File: config.mk
export PLATFORM = sky130hd
export DESIGN_NAME = reg_file_2r1w
export DESIGN_NICKNAME = d
export VERILOG_FILES = /design/src/rtl/reg_file_2r1w.sv
export SDC_FILE = /design/constraint.sdc
export NUM_CORES = 1
export LEC_CHECK = 0
export ABC_AREA = 1
export CAP_MARGIN = 40
export CORE_MARGIN = 5
export CORE_UTILIZATION = 50
export CTS_CLUSTER_DIAMETER = 50
export DETAILED_ROUTE_END_ITERATION = 10
export PLACE_DENSITY = 0.7
export SLEW_MARGIN = 10
export SYNTH_ARGS = -nofsm -noshare
export SYNTH_HDL_FRONTEND = slang
export SYNTH_SLANG_ARGS = --single-unit
File: constraint.sdc
create_clock -name CLK -period 1.9 [get_ports CLK]
set_input_delay 0.475 -clock CLK [delete_from_list [all_inputs] [get_ports CLK]]
set_output_delay 0.475 -clock CLK [all_outputs]
set_load 0.02 [all_outputs]
File: src/rtl/reg_file_2r1w.sv
// Two-read / one-write register file with write-first bypass, an optional
// hardwired-zero entry 0 and a sequenced clear of all entries.
module reg_file_2r1w #(
    parameter int DATA_W   = 16,
    parameter int ADDR_W   = 3,
    parameter int ZERO_REG = 0
) (
    input  logic              CLK,
    input  logic              RST,
    input  logic              WrEn,
    input  logic [ADDR_W-1:0] WrAddr,
    input  logic [DATA_W-1:0] WrData,
    input  logic              RdEnA,
    input  logic [ADDR_W-1:0] RdAddrA,
    input  logic              RdEnB,
    input  logic [ADDR_W-1:0] RdAddrB,
    output logic [DATA_W-1:0] RdDataA,
    output logic [DATA_W-1:0] RdDataB,
    output logic              RdValidA,
    output logic              RdValidB,
    input  logic              ClrReq,
    output logic              Busy
);

    localparam int DEPTH = 2 ** ADDR_W;
    localparam logic [ADDR_W-1:0] LAST_IDX = ADDR_W'(DEPTH - 1);

    typedef enum logic {
        ST_IDLE  = 1'b0,
        ST_CLEAR = 1'b1
    } state_t;

    state_t            state_q;
    logic [ADDR_W-1:0] clr_cnt_q;
    logic              busy_q;

    logic [DATA_W-1:0] mem_q [DEPTH];
    logic [DATA_W-1:0] mem_d [DEPTH];

    logic [1:0][DATA_W-1:0] rd_data_q, rd_data_d;
    logic [1:0]             rd_valid_q, rd_valid_d;
    logic [1:0]             rd_en;
    logic [1:0][ADDR_W-1:0] rd_addr;

    logic accept;
    logic wr_fire;

    // ClrReq wins over any access sampled in the same idle cycle.
    assign accept  = (state_q == ST_IDLE) && !ClrReq;
    assign wr_fire = accept && WrEn && !((ZERO_REG != 0) && (WrAddr == '0));

    assign rd_en   = {RdEnB, RdEnA};
    assign rd_addr = {RdAddrB, RdAddrA};

    always_ff @(posedge CLK or negedge RST) begin
        if (!RST) begin
            state_q   <= ST_IDLE;
            clr_cnt_q <= '0;
            busy_q    <= 1'b0;
        end else begin
            case (state_q)
                ST_IDLE: begin
                    if (ClrReq) begin
                        state_q   <= ST_CLEAR;
                        busy_q    <= 1'b1;
                        clr_cnt_q <= '0;
                    end
                end
                ST_CLEAR: begin
                    if (clr_cnt_q == LAST_IDX) begin
                        state_q <= ST_IDLE;
                        busy_q  <= 1'b0;
                    end
                    clr_cnt_q <= clr_cnt_q + 1'b1;
                end
                default: begin
                    state_q <= ST_IDLE;
                    busy_q  <= 1'b0;
                end
            endcase
        end
    end

    always_comb begin
        for (int i = 0; i < DEPTH; i++) begin
            mem_d[i] = mem_q[i];
        end
        if (state_q == ST_CLEAR) begin
            mem_d[clr_cnt_q] = '0;
        end else if (wr_fire) begin
            mem_d[WrAddr] = WrData;
        end
    end

    // Write-first: a read of the address being written returns WrData.
    always_comb begin
        rd_data_d  = rd_data_q;
        rd_valid_d = '0;
        for (int p = 0; p < 2; p++) begin
            if (accept && rd_en[p]) begin
                rd_valid_d[p] = 1'b1;
                if ((ZERO_REG != 0) && (rd_addr[p] == '0)) begin
                    rd_data_d[p] = '0;
                end else if (wr_fire && (rd_addr[p] == WrAddr)) begin
                    rd_data_d[p] = WrData;
                end else begin
                    rd_data_d[p] = mem_q[rd_addr[p]];
                end
            end
        end
    end

    always_ff @(posedge CLK or negedge RST) begin
        if (!RST) begin
            for (int i = 0; i < DEPTH; i++) begin
                mem_q[i] <= '0;
            end
            rd_data_q  <= '0;
            rd_valid_q <= '0;
        end else begin
            for (int i = 0; i < DEPTH; i++) begin
                mem_q[i] <= mem_d[i];
            end
            rd_data_q  <= rd_data_d;
            rd_valid_q <= rd_valid_d;
        end
    end

    assign RdDataA  = rd_data_q[0];
    assign RdDataB  = rd_data_q[1];
    assign RdValidA = rd_valid_q[0];
    assign RdValidB = rd_valid_q[1];
    assign Busy     = busy_q;

endmodule

==> results of run 1 <==
through the flow:
step	instances	setup TNS [ps]
after floorplan	1245	0
after global placement	1548	-8880
after detailed placement	1548	-14640
after CTS	1581	0
after global routing	1581	0
final	1581	0
area by class of cell:
type                       instances  area [sq um]  share of cell area
inverter                         134           520              0.0459
clock buffer                      21           460              0.0406
multi-input combinational        867          4200               0.371
timing repair buffer             147          1590               0.140
tap                              234           293              0.0258
sequential                       167          4180               0.368
clock inverter                    11          98.8             0.00871
worst paths after layout:
check / start / endpoint / cells past startpoint
worst max-delay path: RdDataA[6] / RdDataA[6] / 1
worst min-delay path: RdDataA[1] / RdDataA[1] / 2
worst max register to register: state_q / mem_q[31] / 5
worst min register to register: RdDataA[1] / RdDataA[1] / 2
max in group asynchronous: RST / mem_q[127] / 3
min in group asynchronous: RST / mem_q[47] / 2
routing by layer:
metal  global-route usage  part of all wire
met3               0.0677              0.10
met2                0.431              0.45
met4               0.0931             0.024
met1                0.402              0.42
met5                    0                 0
what timing repair did:
| item | 4_1_cts | 5_1_grt |
|---|---|---|
| gates resized for setup | 2 | 18 |
| hold buffers | 1 | 0 |
| setup endpoints to repair | 2 | 18 |
| gates cloned | 0 | 0 |
| endpoints found under the hold margin | 33 | 0 |
flip-flops by register name, indices dropped and copies added (netlist names):
name,flops
clr_cnt_q,3
rd_valid_q,2
RdDataA,16
RdDataB,16
mem_q,128
Busy,1
state_q,1
power breakdown:
group | internal (uW) | switching [uW]
Clock | 1870 | 1500
Sequential | 4290 | 458
Combinational | 1810 | 2570
Total | 7970 | 4530
cells by family after synthesis:
family | after synthesis | synth area share
AO/OA/AOI/OAI | 165 | 0.107
adder cells (fa/ha/maj) | 2 | 0.00268
buffers and inverters | 211 | 0.101
flip-flops | 167 | 0.448
AND/OR/NAND/NOR | 700 | 0.341
synthesized netlist by cell type (5+ instances only):
cell      count
a21oi_1      11
buf_1         7
buf_2        43
buf_6         9
clkbuf_1     15
clkinv_1     14
dfrtp_1     167
inv_1       111
nand2_1     368
nand3_1     276
nand4_4       8
nor2_1       38
nor2_4        5
o21ai_0      46
o21ai_1       9
o21ai_2      10
o22ai_1      86
==> results by group, run 1 <==
Setup path
  – Critical Setup Path Class: flop to output pin
  – Worst Setup End Kind: output pin
  – CP max FO: 2
  – WP data arrival: approximately 1400 ps
  – CP max stage delay: 610 ps
  – Req. time, crit path: ~1400 ps
  – CP cell instances: clkdlybuf4s50_1
  – CP top delay family: buffers and inverters
  – Flop2flop setup slack: a little under 300 ps
  – Crit path buf inv count: 1
  – Setup crit start kind: flop
  – CP max-delay cell: clkdlybuf4s50_1

Synth
  – Register area share after synthesis: 0.448
  – Asr flop ratio synth: 1.00
  – Yosys reg bits: 167
  – Area share of the largest cell type after synthesis: 0.448
  – Mapped Area: just over 9000 sq um
  – Syn_nets: 1278
  – Ys flop type: dfrtp_1
  – Post-Syn Area per Cell: between 7 and 8 sq um
  – Post-synth EDFFs: 0
  – Synth warn: 0
  – Dominant cell type by area after synthesis: dfrtp_1
  – Cell variety after synth: 28
  – Cells after Synth: between 1000 and 1500
  – Synth area leaders: dfrtp_1 (45%), nand2_1 (15%), nand3_1 (15%), o22ai_1 (5.8%), inv_1 (4.5%)

CTS
  – Setup Fix Bufs, Post-CTS: 0
  – CTS tree: built
  – H-tree levels: 4
  – Max Root-Sink Buffers: 2
  – Clk sink count: 167
  – Clk root buf: clkbuf_16
  – Worst-Skew Late Latency: 430 ps
  – TritonCTS Buffers: 17
  – Clock transition at path regs: roughly 70 ps

Layout
  – Fillcell total: around 1700
  – Layout cells sized above 1: 0.116
  – Ant diodes: 0
  – Post-route cell area: ~11000 sq um
  – Final net count: 1367
  – Post-layout util: 0.613
  – Area Growth Syn to Fin: 21.7%
  – Most frequent cells in the layout: nand2_1 (368), nand3_1 (276), dfrtp_1 (167)
  – Most common cell after layout, fill and taps aside: nand2_1

Detailed routing
  – Remaining DRCs: 0
  – WL/cell: 19.0 um
  – Vias per inst: just under 6
  – Final wirelength: 30100 um
  – Antenna Nets Post-Route: 0
  – DR pass1 iterations: 6
  – Iteration-0 DRC Markers: 1085
  – Vias: ~9200

STA
  – Worst-Margin Slew: just over 600 ps
  – Max Freq: between 500 and 600 MHz
  – Clock Skews: roughly 8.3 ps
  – Final hold vios: 0
  – Setup-failing EPs final: 0
  – Setup WS post-layout: between 40 and 50 ps
  – Slew headroom: 0.588
  – Unrepaired setup endpoints after global routing: no
  – Final period util: 0.979
  – Hold_ws: slightly below 500 ps
  – Final slew viol count: 0
  – Tmin final: 1860 ps

Global route
  – Largest net degree at the start of global routing: 57
  – GRT Resource Usage Total: 0.283
  – GRT Residual Overflow: 0
  – Antenna violations before repair: 0
  – Number of global-route vias before repair: about 8800
  – Global-route wire length before repair: between 40000 and 50000 um

Pwr
  – Pleak: between 0.005 and 0.006 uW
  – Worst VDD drop: ~0.70 mV
  – PD cells: 1100 nW/um^2
  – Design Power: 12500 uW

Floorplanning
  – Die ar.: around 21000 sq um
  – FP Rows: 50
  – Core area: between 15000 and 20000 sq um
  – Chip Height: 147 um
  – I/O pin total: 66
  – Initial core utilization: 0.504
  – Chip Width: about 150 um

Placement
  – Worst slack at placement: -272 ps
  – Placed instance area: roughly 11000 sq um
  – # port buffers: 65
  – RePlAce Congestion: 0.872
  – Detail Placement HPWL: between 20000 and 25000 um

Worst hold path
  – Hold Path Class: flop to flop

Status
  – Status: finished, final reports clean

Job
  – Max-Cap Viols: 0
Power figures use the tool's default switching activity.
==> run 2, diff against run 1 <==
--- a/config.mk
+++ b/config.mk
@@ -9,6 +9,7 @@
 export CAP_MARGIN = 40
 export CORE_MARGIN = 5
 export CORE_UTILIZATION = 50
+export CTS_BUF_LIST = sky130_fd_sc_hd__clkbuf_16
 export CTS_CLUSTER_DIAMETER = 50
 export DETAILED_ROUTE_END_ITERATION = 10
 export PLACE_DENSITY = 0.7
==> results by group, run 2 (synthesis gave the netlist of run 1 again) <==
Setup path
  – Crit path buf inv count: 1
  – Critical Setup Path Class: flop to output pin
  – Flop2flop setup slack: about 280 ps
  – WP data arrival: ~1400 ps
  – CP top delay family: buffers and inverters
  – Reg2reg start: state_q
  – Reg-to-Reg End: mem_q[31]
  – CP max stage delay: 600 ps
  – Worst Setup End Kind: output pin
  – CP max FO: 2
  – CP max-delay cell: clkdlybuf4s50_1
  – Reg2Reg Depth: 5
  – Setup crit start kind: flop
  – CP cell instances: clkdlybuf4s50_1
  – Req. time, crit path: 1420 ps

CTS
  – H-tree levels: 4
  – Worst-Skew Late Latency: between 400 and 500 ps
  – Clk root buf: clkbuf_16
  – Clock transition at path regs: around 70 ps
  – TritonCTS Buffers: 17
  – Clk sink count: 167
  – Max Root-Sink Buffers: 2
  – CTS tree: built
  – Setup Fix Bufs, Post-CTS: 0

Placement
  – Worst slack at placement: -272 ps
  – RePlAce Congestion: 0.872
  – # port buffers: 65
  – Detail Placement HPWL: approximately 20000 um
  – Placed instance area: 10700 sq um

Worst hold path
  – Hold EP: RdDataA[1]
  – Hold Path Class: flop to flop
  – Worst Hold Depth: 2
  – Hold Crit Start: RdDataA[1]

Status
  – Status: finished, final reports clean

Layout
  – Register area: between 4000 and 5000 sq um
  – Max FFs per register: 128
  – Fillcell total: 1683
  – Post-route cell area: ~11000 sq um
  – Most frequent cells in the layout: nand2_1 (368), nand3_1 (276), dfrtp_1 (167)
  – Layout cells sized above 1: 0.114
  – Area Growth Syn to Fin: 21.5%
  – Final net count: approximately 1400
  – Ant diodes: 0
  – Area of the multi-input gates: between 4000 and 5000 sq um
  – Most common cell after layout, fill and taps aside: nand2_1
  – Reg with most FFs: mem_q

Floorplanning
  – Chip Width: roughly 150 um
  – Die ar.: ~21000 sq um
  – I/O pin total: 66
  – FP Rows: 50
  – Chip Height: ~150 um
  – Initial core utilization: 0.504
  – Core area: 18500 sq um

STA
  – Slew headroom: 0.590
  – Final hold vios: 0
  – Tmin final: 1860 ps
  – Final period util: 0.978
  – Unrepaired setup endpoints after global routing: no
  – Final slew viol count: 0
  – Setup TNS: 0 ps
  – Max Freq: between 500 and 600 MHz
  – Clock Skews: between 7 and 8 ps
  – Setup-failing EPs final: 0
  – Worst-Margin Slew: 613 ps
  – Setup WS post-layout: a little over 40 ps

Detailed routing
  – Antenna Nets Post-Route: 0
  – Final wirelength: around 30000 um
  – WL/cell: approximately 19 um
  – Iteration-0 DRC Markers: 1168
  – DR pass1 iterations: 6
  – Remaining DRCs: 0
  – Vias: 9183
  – Vias per inst: 5.81

Global route
  – GRT Resource Usage Total: 0.283
  – Antenna violations before repair: 0
  – GRT busiest layer: met2
  – Met2 Use GR: 0.429
  – Number of global-route vias before repair: approximately 8700
  – Global-route wire length before repair: about 48000 um
  – GR Util met3: 0.0689
  – GR Layer Usage met1: 0.401
  – Largest net degree at the start of global routing: 57
  – GRT Residual Overflow: 0

Pwr
  – Worst VDD drop: about 0.66 mV
  – PD cells: ~1100 nW/um^2
  – Design Power: 12400 uW
  – Pleak: around 0.0055 uW

Job
  – Max-Cap Viols: 0
==> run 2: changes by cell type in the layout (fill, tap and decap cells not counted) <==
cell and delta:
clkbuf_1 -2, clkbuf_8 -2, clkinv_1 +2, inv_1 +2
==> run 2: final cells by class <==
class,instances,area share
clock buffers,17,0.0376
clock inverters,15,0.0101
inverters,134,0.0460
multi-input cells,867,0.371
flip-flops and latches,167,0.369
well taps,234,0.0259
repair buffers,147,0.140
==> run 2: how the worst max path moves through the flow <==
| stage | from | endpoint | slack, ps | depth (start not counted) |
|---|---|---|---|---|
| floorplan | WrAddr[1] | RdDataA[1] | 350 | 9 |
| global placement | RdAddrB[1] | RdDataB[0] | -220 | 10 |
| detailed placement | RdAddrB[1] | RdDataB[11] | -270 | 10 |
| CTS | RdDataB[3] | RdDataB[3] | 8 | 1 |
| global route | RdDataA[14] | RdDataA[14] | 0.03 | 1 |
| finish | RdDataA[5] | RdDataA[5] | 40 | 1 |
==> run 2: metrics by stage <==
stage | hold WS [ps] | instances | utilization
3_5_place_dp | 413 | 1548 | 0.580
2_1_floorplan | 179 | 1245 | -
5_1_grt | 498 | 1581 | 0.612
3_3_place_gp | 411 | 1548 | 0.580
6_report | 480 | 1581 | 0.612
4_1_cts | 484 | 1581 | 0.609
==> run 2: routing by layer <==
layer	wire length, um	share of wire
met5	0	0
met1	12800	0.43
met4	613	0.020
met2	13500	0.45
met3	3030	0.10
==> run 2: where the power goes <==
part	switching, uW	total (uW)	internal, uW
clock network	1490	3270	1780
registers	456	4750	4290
logic	2570	4380	1810
total	4520	12400	7880
==> run 2: worst min-delay path, stage by stage, from the launching register on <==
cell	delay, ps
dfrtp_1	340
nand2_1	60
o21ai_2	50
==> run 2: timing repair <==
action                                  4_1_cts  5_1_grt
resized for setup                             2       18
hold buffers                                  1        0
endpoints found under the hold margin        33        0
endpoints found under the setup margin        2       18
==> run 3, diff against run 2 <==
--- a/config.mk
+++ b/config.mk
@@ -17,3 +17,4 @@
 export SYNTH_ARGS = -nofsm -noshare
 export SYNTH_HDL_FRONTEND = slang
 export SYNTH_SLANG_ARGS = --single-unit
+export TNS_END_PERCENT = 30
==> results of run 3 <==
The final DEF is identical to that of run 2; final timing and power are the same.
